## config.mk

```make
export PLATFORM = sky130hd
export DESIGN_NAME = mem_port_arbiter
export DESIGN_NICKNAME = d
export VERILOG_FILES = /design/src/rtl/mem_port_arbiter.sv
export SDC_FILE = /design/constraint.sdc
export NUM_CORES = 1
export LEC_CHECK = 0
export ABC_AREA = 1
export BUFFER_PORTS_ARGS = -buffer_cell sky130_fd_sc_hd__buf_2
export CORE_AREA = 2 2 340 342
export CTS_BUF_LIST = sky130_fd_sc_hd__clkbuf_16
export DETAILED_ROUTE_END_ITERATION = 10
export DIE_AREA = 0 0 342 344
export GPL_TIMING_DRIVEN = 0
export SLEW_MARGIN = 30
export SYNTH_ARGS = -nofsm -noshare
export SYNTH_HDL_FRONTEND = slang
export SYNTH_SLANG_ARGS = --single-unit
export TNS_END_PERCENT = 100
```

## constraint.sdc

```tcl
create_clock -name clk -period 2.66 [get_ports clk]
set_clock_uncertainty 0.15 [all_clocks]
set_input_delay 0.532 -clock clk [delete_from_list [all_inputs] [get_ports clk]]
set_output_delay 0.532 -clock clk [all_outputs]
set_load 0.005 [all_outputs]
```

## src/rtl/mem_port_arbiter.sv

```systemverilog
`default_nettype none
// mem_port_arbiter: round-robin sharing of one memory port between I-cache and D-cache masters.
// Revision 1.0 - initial release.
module mem_port_arbiter #(
  parameter int ADDR_W = 28,
  parameter int DATA_W = 128,
  parameter int CNT_W  = 16
) (
  input  logic              clk,
  input  logic              rst,
  input  logic              ic_mem_read,
  input  logic              ic_mem_write,
  input  logic [ADDR_W-1:0] ic_mem_addr,
  input  logic [DATA_W-1:0] ic_mem_wdata,
  output logic [DATA_W-1:0] ic_mem_rdata,
  output logic              ic_mem_ready,
  input  logic              dc_mem_read,
  input  logic              dc_mem_write,
  input  logic [ADDR_W-1:0] dc_mem_addr,
  input  logic [DATA_W-1:0] dc_mem_wdata,
  output logic [DATA_W-1:0] dc_mem_rdata,
  output logic              dc_mem_ready,
  output logic              mem_read,
  output logic              mem_write,
  output logic [ADDR_W-1:0] mem_addr,
  output logic [DATA_W-1:0] mem_wdata,
  input  logic [DATA_W-1:0] mem_rdata,
  input  logic              mem_ready,
  output logic              gnt_ic,
  output logic              gnt_dc,
  output logic [CNT_W-1:0]  conflict_cnt
);

  typedef enum logic [1:0] {
    IDLE  = 2'd0,
    GNT_I = 2'd1,
    GNT_D = 2'd2,
    TURN  = 2'd3
  } state_t;

  state_t state, state_nxt;
  logic   last_gnt_d;
  logic   req_i, req_d, contended;
  logic   grant_i, grant_d;

  always_comb begin
    req_i     = ic_mem_read | ic_mem_write;
    req_d     = dc_mem_read | dc_mem_write;
    contended = req_i & req_d;
    grant_i   = 1'b0;
    grant_d   = 1'b0;
    state_nxt = state;
    case (state)
      IDLE: begin
        // Under contention the master that did not win last time goes next.
        if (contended) begin
          grant_i = last_gnt_d;
          grant_d = ~last_gnt_d;
        end else begin
          grant_i = req_i;
          grant_d = req_d;
        end
        if (grant_i)      state_nxt = GNT_I;
        else if (grant_d) state_nxt = GNT_D;
      end
      GNT_I, GNT_D: if (mem_ready) state_nxt = TURN;
      TURN:         state_nxt = IDLE;
      default:      state_nxt = IDLE;
    endcase
  end

  assign gnt_ic       = (state == GNT_I);
  assign gnt_dc       = (state == GNT_D);
  assign ic_mem_ready = mem_ready & gnt_ic;
  assign dc_mem_ready = mem_ready & gnt_dc;
  assign ic_mem_rdata = mem_rdata;
  assign dc_mem_rdata = mem_rdata;

  always_ff @(posedge clk) begin
    if (rst) begin
      state        <= IDLE;
      last_gnt_d   <= 1'b0;
      mem_read     <= 1'b0;
      mem_write    <= 1'b0;
      mem_addr     <= '0;
      mem_wdata    <= '0;
      conflict_cnt <= '0;
    end else begin
      state <= state_nxt;
      if (grant_i) begin
        mem_read   <= ic_mem_read;
        mem_write  <= ic_mem_write;
        mem_addr   <= ic_mem_addr;
        mem_wdata  <= ic_mem_wdata;
        last_gnt_d <= 1'b0;
      end else if (grant_d) begin
        mem_read   <= dc_mem_read;
        mem_write  <= dc_mem_write;
        mem_addr   <= dc_mem_addr;
        mem_wdata  <= dc_mem_wdata;
        last_gnt_d <= 1'b1;
      end
      if ((gnt_ic || gnt_dc) && mem_ready) begin
        mem_read  <= 1'b0;
        mem_write <= 1'b0;
      end
      if ((state == IDLE) && contended && (conflict_cnt != {CNT_W{1'b1}}))
        conflict_cnt <= conflict_cnt + {{(CNT_W-1){1'b0}}, 1'b1};
    end
  end

endmodule
`default_nettype wire

```

=== Word-level counts from Yosys, hierarchy flattened ===
Cells that the tools add are included.

* Word-level logic and storage cells: 48
* Latch bits: 0
* Memories kept: 0
* Output and inout bits: 434
* Register bits after elaboration: 177
* Bits in writable memories: 0
* Memory bits (read-only): 0

* Order comparisons: 0
* Reduce and logical (&&, ||, !) cells: 10
* Multiplexer cells: 18
* Equal/unequal tests: 6
* Add/sub/neg operators: 1
* Div/mod/pow operators: 0
* Multiply operators: 0
* Bitwise gates (word level): 6
* Shifts and indexed selects: 0

{| class="wikitable"
|+ Operators with widths
! cell !! count
|-
| $mux W128 || 2
|-
| $mux W28 || 2
|-
| $add A16 B1 Y16 const B || 1
|-
| $ne A16 B16 Y1 const B || 1
|-
| $mux W1 || 10
|-
| $mux W2 || 3
|-
| $pmux W2 S3 || 1
|-
| $reduce_or A2 Y1 || 3
|-
| $eq A2 B2 Y1 const B || 2
|-
| $and A1 B1 Y1 || 3
|-
| $logic_and A1 B1 Y1 || 3
|-
| $ne A3 B3 Y1 const B || 1
|-
| $eq A2 B1 Y1 const B || 1
|-
| $logic_not A2 Y1 || 1
|-
| $ne A2 B2 Y1 const B || 1
|-
| $or A1 B1 Y1 || 2
|-
| $reduce_and A2 Y1 || 1
|-
| $reduce_bool A2 Y1 || 1
|-
| $logic_or A1 B1 Y1 || 1
|-
| $not A1 Y1 || 1
|}

=== Logic depth before layout (Yosys ltp) ===
Gate-level depths: netlist of run 1.

* Depth after elaboration: 7
* Depth in mapped cells: 12

=== Worst setup path before layout of run 1 ===
No wires, ideal clock.

* Path type: reg2reg
* Start: reg state[0]
* End: reg mem_wdata[10]
* Slack: 0.813 ns
* Setup time: 0.071 ns
* Arrival time: 1.626 ns
* Cell stages (with the launch flop): 12
* Period minus slack after synthesis: 1.847 ns
* Path through: dfxtp_1 -> inv_1 -> ha_1 -> inv_2 -> nor2_2 -> and2_1 -> buf_6 -> nor2_8 -> buf_12 -> buf_12 -> nand2_2 -> a21oi_2

* Longest elaborated chain between the ends: 3
* Elaborated cells on any way between the ends: 5

{| class="wikitable"
|+ Ends and longest elaborated chain
! element !! RTL line !! source
|-
| start, declared || 41 || <nowiki>state_t state, state_nxt;</nowiki>
|-
| start signal, assigned || 89 || <nowiki>state <= state_nxt;</nowiki>
|-
| $logic_not A2 Y1 * || 53 || <nowiki>case (state)</nowiki>
|-
| $mux W1 || 53 ||
|-
| $mux W128 or $reduce_bool A2 Y1 (tied branches) || -- ||
|-
| end signal, assigned || 94 || <nowiki>mem_wdata <= ic_mem_wdata;</nowiki>
|-
| end signal, assigned || 100 || <nowiki>mem_wdata <= dc_mem_wdata;</nowiki>
|-
| end, declared || 26 || <nowiki>output logic [DATA_W-1:0] mem_wdata,</nowiki>
|}

Every way passes the cells marked *; elsewhere a longest branch is shown, timed or not.
A chain may end at the register's enable or synchronous reset.

=== Worst setup path after layout of run 1 ===
* Start: reg state[0]
* End: reg mem_addr[3]

* Longest elaborated chain between the ends: 3
* Elaborated cells on any way between the ends: 5

{| class="wikitable"
|+ Ends and longest elaborated chain
! element !! RTL line !! source
|-
| $logic_not A2 Y1 * || 53 ||
|-
| $mux W1 || 53 ||
|-
| $mux W28 or $reduce_bool A2 Y1 (tied branches) || -- ||
|-
| end signal, assigned || 93 || <nowiki>mem_addr <= ic_mem_addr;</nowiki>
|-
| end signal, assigned || 99 || <nowiki>mem_addr <= dc_mem_addr;</nowiki>
|-
| end, declared || 25 || <nowiki>output logic [ADDR_W-1:0] mem_addr,</nowiki>
|}

Marked as above.

==> summary by stage, run 1 <==
Status
The run finished with clean final reports.

CTS
The later pin in the worst-skew pair is clocked with a latency of 500 ps. CTS placed an instance of sky130_fd_sc_hd__clkbuf_16 at the clock tree root. The number of buffers inserted by hold repair at cts is 0. The number of levels in the clock H-tree is 4. Counting every sink on the clock net gives 177. The post-CTS repair timing setup buffer count is 0.

The CTS buffer count is 17. The deepest clock path buffer count is 2. The clock-pin slew on the worst setup and hold paths is 90 ps.

TritonCTS built the clock tree.

Worst setup path
The critical path contains buffers and inverters numbering 5 combined. The critical path goes through inv_1 -> ha_1 -> inv_2 -> nor2_2 -> and2_1 -> buf_6 -> clkbuf_1 -> nand2_1 -> nand2_1 -> inv_1 -> a21oi_1. In this design, the stage delay of the slowest critical-path cell is 620 ps. The category of the critical setup timing path is flop to flop. The critical path endpoint is mem_addr[3]. The most critical setup path has its startpoint at state[0].

The kind of cell with the highest combined delay along the critical path is buffers and inverters. The launch point of the worst reg-to-reg path is state[0]. The worst setup path is launched from a flop. The depth of the critical timing path with buffers and inverters included is 11. Along the worst path, the maximum fanout reaches 10. Across all register-to-register paths, the minimum setup slack is 150 ps. STA classifies the critical path endpoint as a flop. The endpoint identified for the worst register-to-register timing path is mem_addr[3]. The highest-delay cell along the critical path is sky130_fd_sc_hd__clkbuf_1. The worst register-to-register path has a depth of 11. At the worst endpoint, the arrival time is 2790 ps.

For the worst setup path, the data required time is 2940 ps.

Routing
The final routed DRC violation total is 0. In the final routed layout, each cell accounts on average for 16.93 um. The mean number of vias per cell is 3.135.

For this block, the initial DRC count from the detailed router was 528. The detail route stage leaves a number of antenna-violating nets equal to 0. The final wirelength is 66480 um. The number of search-and-repair iterations in the first detailed-routing pass is 7. Summing over every cut layer, the via total after detailed routing is 12310.

STA
The total negative setup slack is 0 ps. The actual slew at the worst max-slew pin is 952.7 ps. In this run the tightest slew margin relative to its limit is 36.49%. The final number of max-transition violations is 0. The count of endpoints failing hold in the final timing report is 0. The final critical delay including setup and external delays is 2510 ps. The number of endpoints failing setup at the final stage is 0. The highest clock rate is 398.4 MHz. Dividing the final minimum period by the clock period gives 94.35%. Setup repair after global routing left no endpoint under its margin.

Die
The floorplan step set the die height to 344 um. For this design the top-level I/O count stands at 881. The floorplan die width is 342 um. In this run the core area contains 124 standard-cell rows. The die covers 117600 um^2. The initial cell density of the core is 9.837%. The area of the placeable core is 113900 um^2.

Pwr
The maximum resistive drop on vdd is 454.8 uV. Power spread over the standard cell area amounts to 937.6 nW/um^2. For this design the static power due to leakage is 8.978 nW. The total design power is 16.44 mW.

Placed design
The final estimated routing congestion in global placement is 0.8987. Detailed placement finished with a half-perimeter wire length of 57490 um. The number of port buffers is 751. After detailed placement, the design holds a cell count of 3884.

Final layout
In the final layout, the multi-input gates occupy 4531 um^2. The growth of design area from synthesis to finish is 56.55%. The share of post-route cells with drive strength above 1 is 54.37%. In the layout the commonest cells are sky130_fd_sc_hd__buf_2, sky130_fd_sc_hd__nand2_1, sky130_fd_sc_hd__buf_4. Leaving out filler cells and counting taps, the final layout contains 3926. Cells fill 15.40% of the core in the end. The area of all sequential standard cells is 3543 um^2.

At the end of the flow, the number of nets in the layout was 2843. Leaving out fill and tap cells, the most frequent cell in the layout is sky130_fd_sc_hd__buf_2. The layout has 13220 filler cells.

Flow run
Max-cap violations in this run came to 0.

Synthesis
The per-instance average area after synthesis is 6.911 um^2. The number of different library cells used by synthesis comes to 28. The number of nets in the synthesized netlist is 2073. The mapped netlist covers 11200 um^2. The number of flip-flops and latches in the synthesized netlist is 177. The number of warnings reported in the yosys synthesis log is 0.

The fraction of the yosys area taken by sequential cells is 31.63%. The post-synthesis cell count is 1621.

Global route
The initial antenna violation count is 20. Summed over all layers, the global routing overflow is 0. The global-route wire length before repair is 86170 um. The maximum number of pins on one net before global-route repair is 20. In the global route stage, overall resource usage came out at 10.75%.

The via count of the first global-routing pass is 11310.

Min path
The min-delay analysis places its worst path in the category primary input to flop.
metal layers:
| layer | track usage, % | vias up | wire length [um] |
|---|---|---|---|
| met5 | 0 | - | 78 |
| met4 | 4.386 | 14 | 2311 |
| met3 | 4.420 | 81 | 6560 |
| met2 | 16.01 | 552 | 28180 |
| met1 | 13.64 | 5499 | 29350 |
| li1 | - | 6163 | - |
Yosys cell counts (all sizes together):
cell | n | area, um^2
o21ai | 6 | 33.78
inv | 125 | 469.2
nand3b | 1 | 7.510
ha | 5 | 62.56
nand3 | 9 | 45.04
nand2 | 693 | 2854
nor2 | 33 | 168.9
and2 | 1 | 6.260
clkbuf | 22 | 82.58
xor2 | 5 | 43.79
xnor2 | 2 | 17.52
clkinv | 56 | 210.2
dfxtp | 177 | 3543
a21oi | 173 | 1241
buf | 307 | 2379
nand4 | 6 | 37.54
power breakdown:
group	total (mW)	switching, mW	internal (mW)
Clock	2.82	1.47	1.36
Sequential	4.08	0.554	3.53
Combinational	9.54	6.10	3.44
worst register-to-register path: cells and delay by family, from the launching register on:
family / cells / cell delay [ps]
adder cells (fa/ha/maj): 1 / 210
buffers and inverters: 5 / 1020
AND/OR/NAND/NOR: 4 / 630
AO/OA/AOI/OAI: 1 / 110
flip-flops: 1 / 320
worst min-delay path by stage:
stage | from | end | slack [ps] | depth (start not counted)
floorplan | mem_read | mem_read | 310 | 2
global placement | mem_addr[12] | mem_addr[12] | 300 | 2
detailed placement | mem_addr[27] | mem_addr[27] | 300 | 2
CTS | dc_mem_wdata[16] | mem_wdata[16] | 130 | 5
global route | ic_mem_addr[8] | mem_addr[8] | 170 | 5
finish | dc_mem_wdata[16] | mem_wdata[16] | 200 | 5
timing repair:
| item | CTS | global route |
|---|---|---|
| pin swaps | 0 | 0 |
| setup endpoints to repair | 27 | 21 |
| resized for setup | 8 | 9 |
layout make-up:
cell class,count,area share [%]
clock buffers,17,2.426
repair buffers,751,21.43
clock inverters,15,1.020
plain buffers,329,14.28
flip-flops and latches,177,20.21
diodes,10,0.1427
well taps,1512,10.79
inverters,181,3.874
multi-input cells,934,25.83
logic make-up after synthesis:
logic type	share of synthesized area (%)
xor gates and xnor gates	0.5473
AOI/OAI and AO/OA	11.38
and+or+nand+nor	27.85
adders and majority gates	0.5585
buffers and inverters	28.04
DFF	31.63
flip-flops by register name, indices dropped and copies added, names as in the netlist:
signal        count
conflict_cnt     16
last_gnt_d        1
mem_addr         28
mem_read          1
mem_wdata       128
mem_write         1
state             2
per-stage QoR:
step	instance area, um^2	hold WS [ps]	worst slack [ps]
floorplan	11200	307.9	813.1
global placement	16850	299.2	-1192
detailed placement	16860	302.7	-478.5
CTS	17490	134.7	17.01
global route	17530	170.7	5.275
finish	17540	196.6	150.2
Power figures use the tool's default switching activity.
==> inputs of run 2 (changes only) <==
- GPL_TIMING_DRIVEN: 0 -> 1
==> run 2 against run 1 <==
Net effect:
- sequential power increased by 2%
- register-to-register slack improved by 160 ps
- critical path type unchanged
- non-clock buffer count decreased by 549
- global-route usage decreased by 1.9 points
- largest power group unchanged
- design area decreased by 20%
==> summary by stage, run 2 (synthesis gave the netlist of run 1 again) <==
Status
Run status: completed (unchanged).

Global route
The most used routing layer in global routing is met2 (unchanged). The met3 track utilization from global routing is 5.688% (was 4.420%). The global-route wire length before repair came to 71420 um (was 86170 um).

The met1 track demand over resource in global routing is 10.20% (was 13.64%). The total overflow reported by the global router came to 0 (unchanged). The via count of the first global-routing pass is 9633 (was 11310). The maximum number of pins on one net before global-route repair is 85 (was 20). The overall track demand over capacity in global routing is 8.829% (was 10.75%). The met2 usage in global routing is 12.47% (was 16.01%). The initial antenna violation count is 6 (was 20).

STA
The number of endpoints failing setup at the final stage is 0 (unchanged). The highest clock rate is 426.3 MHz (was 398.4 MHz). The final hold slack is 174.2 ps (was 196.6 ps).

The count of endpoints failing hold in the final timing report is 0 (unchanged). The share of the cycle needed by the critical path after routing is 88.19% (was 94.35%). The headroom to the max-slew limit is 65.19% (was 36.49%).

The final number of max-transition violations is 0 (unchanged). The total negative setup slack is 0 ps (unchanged). The final critical delay including setup and external delays is 2346 ps (was 2510 ps). The actual slew at the worst max-slew pin is 522.2 ps (was 952.7 ps).

RSZ-0062 raised after global routing: false (unchanged).

Worst setup path
The arrival time at the worst endpoint is 2640 ps (was 2790 ps). The reg-to-reg setup timing slack is 310 ps (was 150 ps). The longest individual stage delay on the worst path is 330 ps (was 620 ps). The critical path endpoint category was a flop (unchanged).

The highest-delay cell along the critical path is sky130_fd_sc_hd__dfxtp_1 (was sky130_fd_sc_hd__clkbuf_1). The data required time at the worst endpoint is 2960 ps (was 2940 ps). Chain of cells forming the critical path: inv_1 -> ha_1 -> inv_2 -> nor2_2 -> and2_4 -> buf_12 -> nand2_1 -> nand2_1 -> inv_1 -> a21oi_2 (was inv_1 -> ha_1 -> inv_2 -> nor2_2 -> and2_1 -> buf_6 -> clkbuf_1 -> nand2_1 -> nand2_1 -> inv_1 -> a21oi_1).

The startpoint type of the worst setup path is a flop (unchanged). The category of the critical setup timing path is flop to flop (unchanged). The worst-path maximum fanout is 84 (was 10).

Die
The row count is 124 (unchanged). The I/O pin total is 881 (unchanged). The area of the die was 117600 um^2 (unchanged). The die outline height is 344 um (unchanged). The floorplan die width is 342 um (unchanged). The initial cell density of the core was 9.837% (unchanged). The area of the placeable core is 113900 um^2 (unchanged).

Final layout
Regs by FF count: mem_wdata (128), mem_addr (28), conflict_cnt (16) (unchanged). The largest register by flop count is mem_wdata (unchanged). The number of nets in the finished design was 2294 (was 2843).

The most common cell after layout, fill and taps aside was sky130_fd_sc_hd__nand2_1 (was sky130_fd_sc_hd__buf_2). The number of inserted filler cells in the final layout is 13360 (was 13220). The growth of design area from synthesis to finish is 25.82% (was 56.55%). The finished layout cell area is 14090 um^2 (was 17540 um^2). Highest-count cells in the layout ignoring fill and taps: sky130_fd_sc_hd__nand2_1, sky130_fd_sc_hd__buf_2, sky130_fd_sc_hd__dfxtp_1 (was sky130_fd_sc_hd__buf_2, sky130_fd_sc_hd__nand2_1, sky130_fd_sc_hd__buf_4). The filler-free cell count of the finished design is 3368 (was 3926). The total area of multi-input combinational cells was 4521 um^2 (was 4531 um^2). The flip-flop count of the largest register, all copies and words added is 128 (unchanged). The post-layout utilization of the core is 12.38% (was 15.40%). The area of all sequential standard cells is 3543 um^2 (unchanged). The share of post-route cells with drive strength above 1 is 41.73% (was 54.37%).

Routing
The post-detailed-route wirelength per cell came to 15.87 um (was 16.93 um). The via total after detailed routing is 10220 (was 12310). The mean number of vias per cell came to 3.035 (was 3.135). The DRC violation total after the first TritonRoute iteration is 352 (was 528). The final routed DRC violation total is 0 (unchanged). The final wirelength is 53450 um (was 66480 um).

The post-route antenna net violation count is 0 (unchanged). The number of search-and-repair iterations in the first detailed-routing pass came to 5 (was 7).

CTS
The clock tree from TritonCTS is built (unchanged). The post-CTS repair timing setup buffer count is 0 (unchanged). The CTS sink count is 177 (unchanged).

The master cell of the clock root buffer is sky130_fd_sc_hd__clkbuf_16 (unchanged). The post-cts repair resize count is 0 (was 8). The deepest clock path buffer count was 2 (unchanged).

The CTS buffer count was 17 (unchanged). The number of buffers inserted by hold repair at cts is 0 (unchanged). The source-to-sink clock delay at the later pin of the worst-skew pair is 500 ps (about the same). The clock-pin slew on the worst setup and hold paths is 90 ps (about the same). The number of levels in the clock H-tree is 4 (unchanged).

Placed design
The final estimated routing congestion in global placement was 0.7777 (was 0.8987). The post-detailed-placement cell area was 13490 um^2 (was 16860 um^2). The total placed cells including tap cells is 3335 (was 3884). The placed wire-length estimate is 44770 um (was 57490 um).

The number of port buffers is 496 (was 751).

Pwr
The leakage power is 6.623 nW (was 8.978 nW). The maximum resistive drop on vdd was 628.5 uV (was 454.8 uV). The ratio of total power to cell area is 1033 nW/um^2 (was 937.6 nW/um^2).

Min path
The worst min-delay path category is primary input to flop (unchanged).

Flow run
The max capacitance violation total is 0 (unchanged).
-- run 2: cell types whose count changed in the layout (fill, tap and decap cells not counted), moves of 3 or more --
cell                       change
sky130_fd_sc_hd__buf_2       -274
sky130_fd_sc_hd__buf_4       -241
sky130_fd_sc_hd__clkbuf_1     -18
sky130_fd_sc_hd__diode_2       -9
sky130_fd_sc_hd__buf_6         -6
sky130_fd_sc_hd__nand2_1       +5
sky130_fd_sc_hd__nand2_2       -5
sky130_fd_sc_hd__clkbuf_2      -4
sky130_fd_sc_hd__buf_12        -3
-- run 2: routing by layer --
layer	share of wire, %	vias up
met2	41	634
met5	0.38	-
met4	3.3	6
met1	42	4435
li1	-	5040
met3	14	108
-- run 2: metrics by stage --
stage,total power [mW],setup slack (ps)
after global routing,15.89,197.5
final,14.57,314.0
after CTS,14.99,327.3
after floorplan,9.437,813.1
after detailed placement,12.05,339.0
after global placement,11.95,356.7
-- run 2: area by class of cell --
type	count	area share [%]
Multi-Input combinational cell	934	32.07
Sequential cell	177	25.14
Timing Repair Buffer	531	20.26
Tap cell	1512	13.42
Inverter	181	4.820
Clock buffer	17	3.018
Clock inverter	15	1.252
Antenna cell	1	0.01775
-- run 2: power breakdown --
group	total [mW]	internal, mW	switching [mW]
combinational	7.66	2.67	4.99
sequential	4.15	3.53	0.619
clock	2.76	1.28	1.48
total	14.6	7.47	7.09
-- run 2: worst paths after layout --
kind                         start        endpoint  cells past startpoint
setup / recovery          state[1]   mem_wdata[53]                     10
hold / removal    ic_mem_wdata[15]   mem_wdata[15]                      5
setup reg to reg          state[1]   mem_wdata[53]                     10
hold reg to reg     mem_wdata[107]  mem_wdata[107]                      2
-- run 2: critical path, delay by kind of cell (launching register included) --
kind                     cells  cell delay (ps)
adder cells (fa/ha/maj)      1              210
flip-flops                   1              330
AND/OR/NAND/NOR              4              780
buffers and inverters        4              550
AO/OA/AOI/OAI                1              100
==> inputs of run 3 (changes only) <==
- CAP_MARGIN: default -> 5
- CELL_PAD_IN_SITES_DETAIL_PLACEMENT: default -> 1
- CELL_PAD_IN_SITES_GLOBAL_PLACEMENT: default -> 2
- CTS_CLUSTER_DIAMETER: default -> 100
- PLACE_DENSITY_LB_ADDON: default -> 0.1
==> run 3 against run 2 <==
Net effect:
- combinational power rose by 2%
- sequential power fell by 3%
- design area barely moved
- core utilization barely moved
- flip-flop and latch count did not move
- maximum frequency rose by 5.4%
- clock power fell by 2%
- global-route usage fell by 0.23 points
- critical path depth fell by 1
- non-clock buffer count fell by 5
- largest cell class unchanged
==> summary by stage, run 3 (synthesis gave the netlist of run 1 again) <==
Placed design
The number of port buffers is 496 (unchanged). The final estimated routing congestion in global placement is 0.6996 (was 0.7777). The placed wire-length estimate is 40570 um (was 44770 um).

Die
The area of the placeable core is 113900 um^2 (unchanged). The die outline height is 344 um (unchanged). The initial cell density of the core came to 9.837% (unchanged). The floorplan die width came to 342 um (unchanged).

The I/O pin total is 881 (unchanged). The row count was 124 (unchanged). The area of the die was 117600 um^2 (unchanged).

Final layout
The number of inserted filler cells in the final layout is 13900 (was 13360). The flip-flop count of the largest register, all copies and words added is 128 (unchanged). The most common cell after layout, fill and taps aside is sky130_fd_sc_hd__nand2_1 (unchanged).

The number of antenna diodes is 0 (was 1). Regs by FF count: mem_wdata (128), mem_addr (28), conflict_cnt (16) (unchanged). Highest-count cells in the layout ignoring fill and taps: sky130_fd_sc_hd__nand2_1, sky130_fd_sc_hd__buf_2, sky130_fd_sc_hd__dfxtp_1 (unchanged). The number of nets in the finished design came to 2289 (was 2294).

The total area of multi-input combinational cells is 4521 um^2 (unchanged). The share of post-route cells with drive strength above 1 came to 41.43% (was 41.73%). The largest register by flop count is mem_wdata (unchanged). The growth of design area from synthesis to finish is 25.94% (was 25.82%). The area of all sequential standard cells came to 3543 um^2 (unchanged).

Worst setup path
The critical path endpoint category was a flop (unchanged). The highest-delay cell along the critical path is sky130_fd_sc_hd__nor2_2 (was sky130_fd_sc_hd__dfxtp_1). The reg-to-reg setup timing slack is 440 ps (was 310 ps). The worst-path maximum fanout came to 19 (was 84).

The data required time at the worst endpoint is 2880 ps (was 2960 ps). The longest individual stage delay on the worst path is 690 ps (was 330 ps). Chain of cells forming the critical path: inv_1 -> ha_1 -> inv_2 -> nor2_2 -> nand2_1 -> nor2_2 -> nand3_1 -> nand2_1 -> nor2_1 (was inv_1 -> ha_1 -> inv_2 -> nor2_2 -> and2_4 -> buf_12 -> nand2_1 -> nand2_1 -> inv_1 -> a21oi_2).

The arrival time at the worst endpoint is 2450 ps (was 2640 ps). The category of the critical setup timing path is flop to flop (unchanged). The startpoint type of the worst setup path is a flop (unchanged).

STA
The number of endpoints failing setup at the final stage is 0 (unchanged). RSZ-0062 raised after global routing: false (unchanged). The actual slew at the worst max-slew pin is 864.5 ps (was 522.2 ps).

The highest clock rate was 449.5 MHz (was 426.3 MHz). The count of endpoints failing hold in the final timing report came to 0 (unchanged). The share of the cycle needed by the critical path after routing is 83.64% (was 88.19%).

The headroom to the max-slew limit is 42.31% (was 65.19%). The total negative setup slack is 0 ps (unchanged). The final number of max-transition violations was 0 (unchanged). The final critical delay including setup and external delays came to 2225 ps (was 2346 ps).

CTS
The source-to-sink clock delay at the later pin of the worst-skew pair is 510 ps (was 500 ps). The post-cts repair resize count is 0 (unchanged). The master cell of the clock root buffer is sky130_fd_sc_hd__clkbuf_16 (unchanged).

The CTS buffer count is 17 (unchanged). The clock tree from TritonCTS is built (unchanged). The post-CTS repair timing setup buffer count is 0 (unchanged). The number of buffers inserted by hold repair at cts came to 0 (unchanged). The clock-pin slew on the worst setup and hold paths is 80 ps (was 90 ps). The number of levels in the clock H-tree is 4 (unchanged).

The CTS sink count is 177 (unchanged). The deepest clock path buffer count is 2 (unchanged).

Pwr
The design internal power is 7.677 mW (was 7.473 mW). The sequential share of power was 27.8% (was 28.5%). The switching share of power is 47.19% (was 48.69%). The ratio of total power to cell area was 1031 nW/um^2 (was 1033 nW/um^2).

The relative contribution of combinational cells to total power is 53.6% (was 52.6%). The maximum resistive drop on vdd came to 622.1 uV (was 628.5 uV). The power spent charging and discharging nets was 6.861 mW (was 7.093 mW). The total design power is 14.54 mW (was 14.57 mW).

The leakage power is 6.609 nW (was 6.623 nW). The part of the power in the clock network is 18.6% (was 18.9%).

Global route
The initial antenna violation count is 7 (was 6). The overall track demand over capacity in global routing is 8.598% (was 8.829%). The via count of the first global-routing pass is 11340 (was 9633). The global-route wire length before repair is 73800 um (was 71420 um). The maximum number of pins on one net before global-route repair is 73 (was 85). The total overflow reported by the global router came to 0 (unchanged).

Routing
The final routed DRC violation total is 0 (unchanged). The DRC violation total after the first TritonRoute iteration was 233 (was 352). The final wirelength is 51230 um (was 53450 um). The post-route antenna net violation count came to 0 (unchanged). The number of search-and-repair iterations in the first detailed-routing pass was 4 (was 5).

The post-detailed-route wirelength per cell is 15.24 um (was 15.87 um). The via total after detailed routing was 10140 (was 10220). The mean number of vias per cell is 3.018 (was 3.035).

Status
Run status: completed (unchanged).

Min path
The worst min-delay path category was primary input to flop (unchanged).

Flow run
The max capacitance violation total is 0 (unchanged).
## run 3: through the flow
| stage | cells | setup slack [ps] | cell area [um^2] | util (%) | hold WS [ps] |
|---|---|---|---|---|---|
| floorplan | 1621 | 813.1 | 11200 | - | 307.9 |
| global placement | 3330 | 271.6 | 13540 | 11.89 | 301.4 |
| detailed placement | 3330 | 309.4 | 13540 | 11.89 | 304.9 |
| CTS | 3361 | 325.1 | 14110 | 12.39 | 115.7 |
| global route | 3361 | 123.3 | 14110 | 12.39 | 154.5 |
| finish | 3361 | 435.2 | 14110 | 12.39 | 197.3 |
## run 3: power by group through the flow
stage	clock network [mW]	logic, mW	registers [mW]
6_report	2.71	7.79	4.04
2_1_floorplan	0	5.27	4.17
3_3_place_gp	0	8.28	4.09
3_5_place_dp	0	8.27	4.11
5_1_grt	3.05	8.95	4.17
4_1_cts	2.99	8.29	4.07
## run 3: routing by layer
| metal | vias to the layer above | global-route usage, % | part of all wire [%] |
|---|---|---|---|
| met5 | - | 0 | 0.096 |
| met1 | 4606 | 9.689 | 41 |
| met2 | 391 | 13.86 | 46 |
| li1 | 5028 | - | - |
| met4 | 8 | 3.600 | 2.9 |
| met3 | 111 | 4.123 | 9.8 |
## run 3: cell type report
type	count	share of cell area, %
clock buffers	17	3.016
clock inverters	14	1.002
inverters	181	4.816
multi-input cells	934	32.04
flip-flops and latches	177	25.12
well taps	1512	13.41
repair buffers	526	20.59
## run 3: worst paths after layout
path,startpoint,cells past startpoint,to
worst min-delay path,ic_mem_wdata[12],5,mem_wdata[12]
worst max-delay path,state[0],9,conflict_cnt[12]
worst min register to register,mem_wdata[121],2,mem_wdata[121]
worst max register to register,state[0],9,conflict_cnt[12]
## run 3: worst max-delay path: cells and delay by family (launching register included)
family        cells  cell delay [ps]
simple gates      6             1230
flops             1              320
buf+inv           2              200
fa+ha+maj         1              200
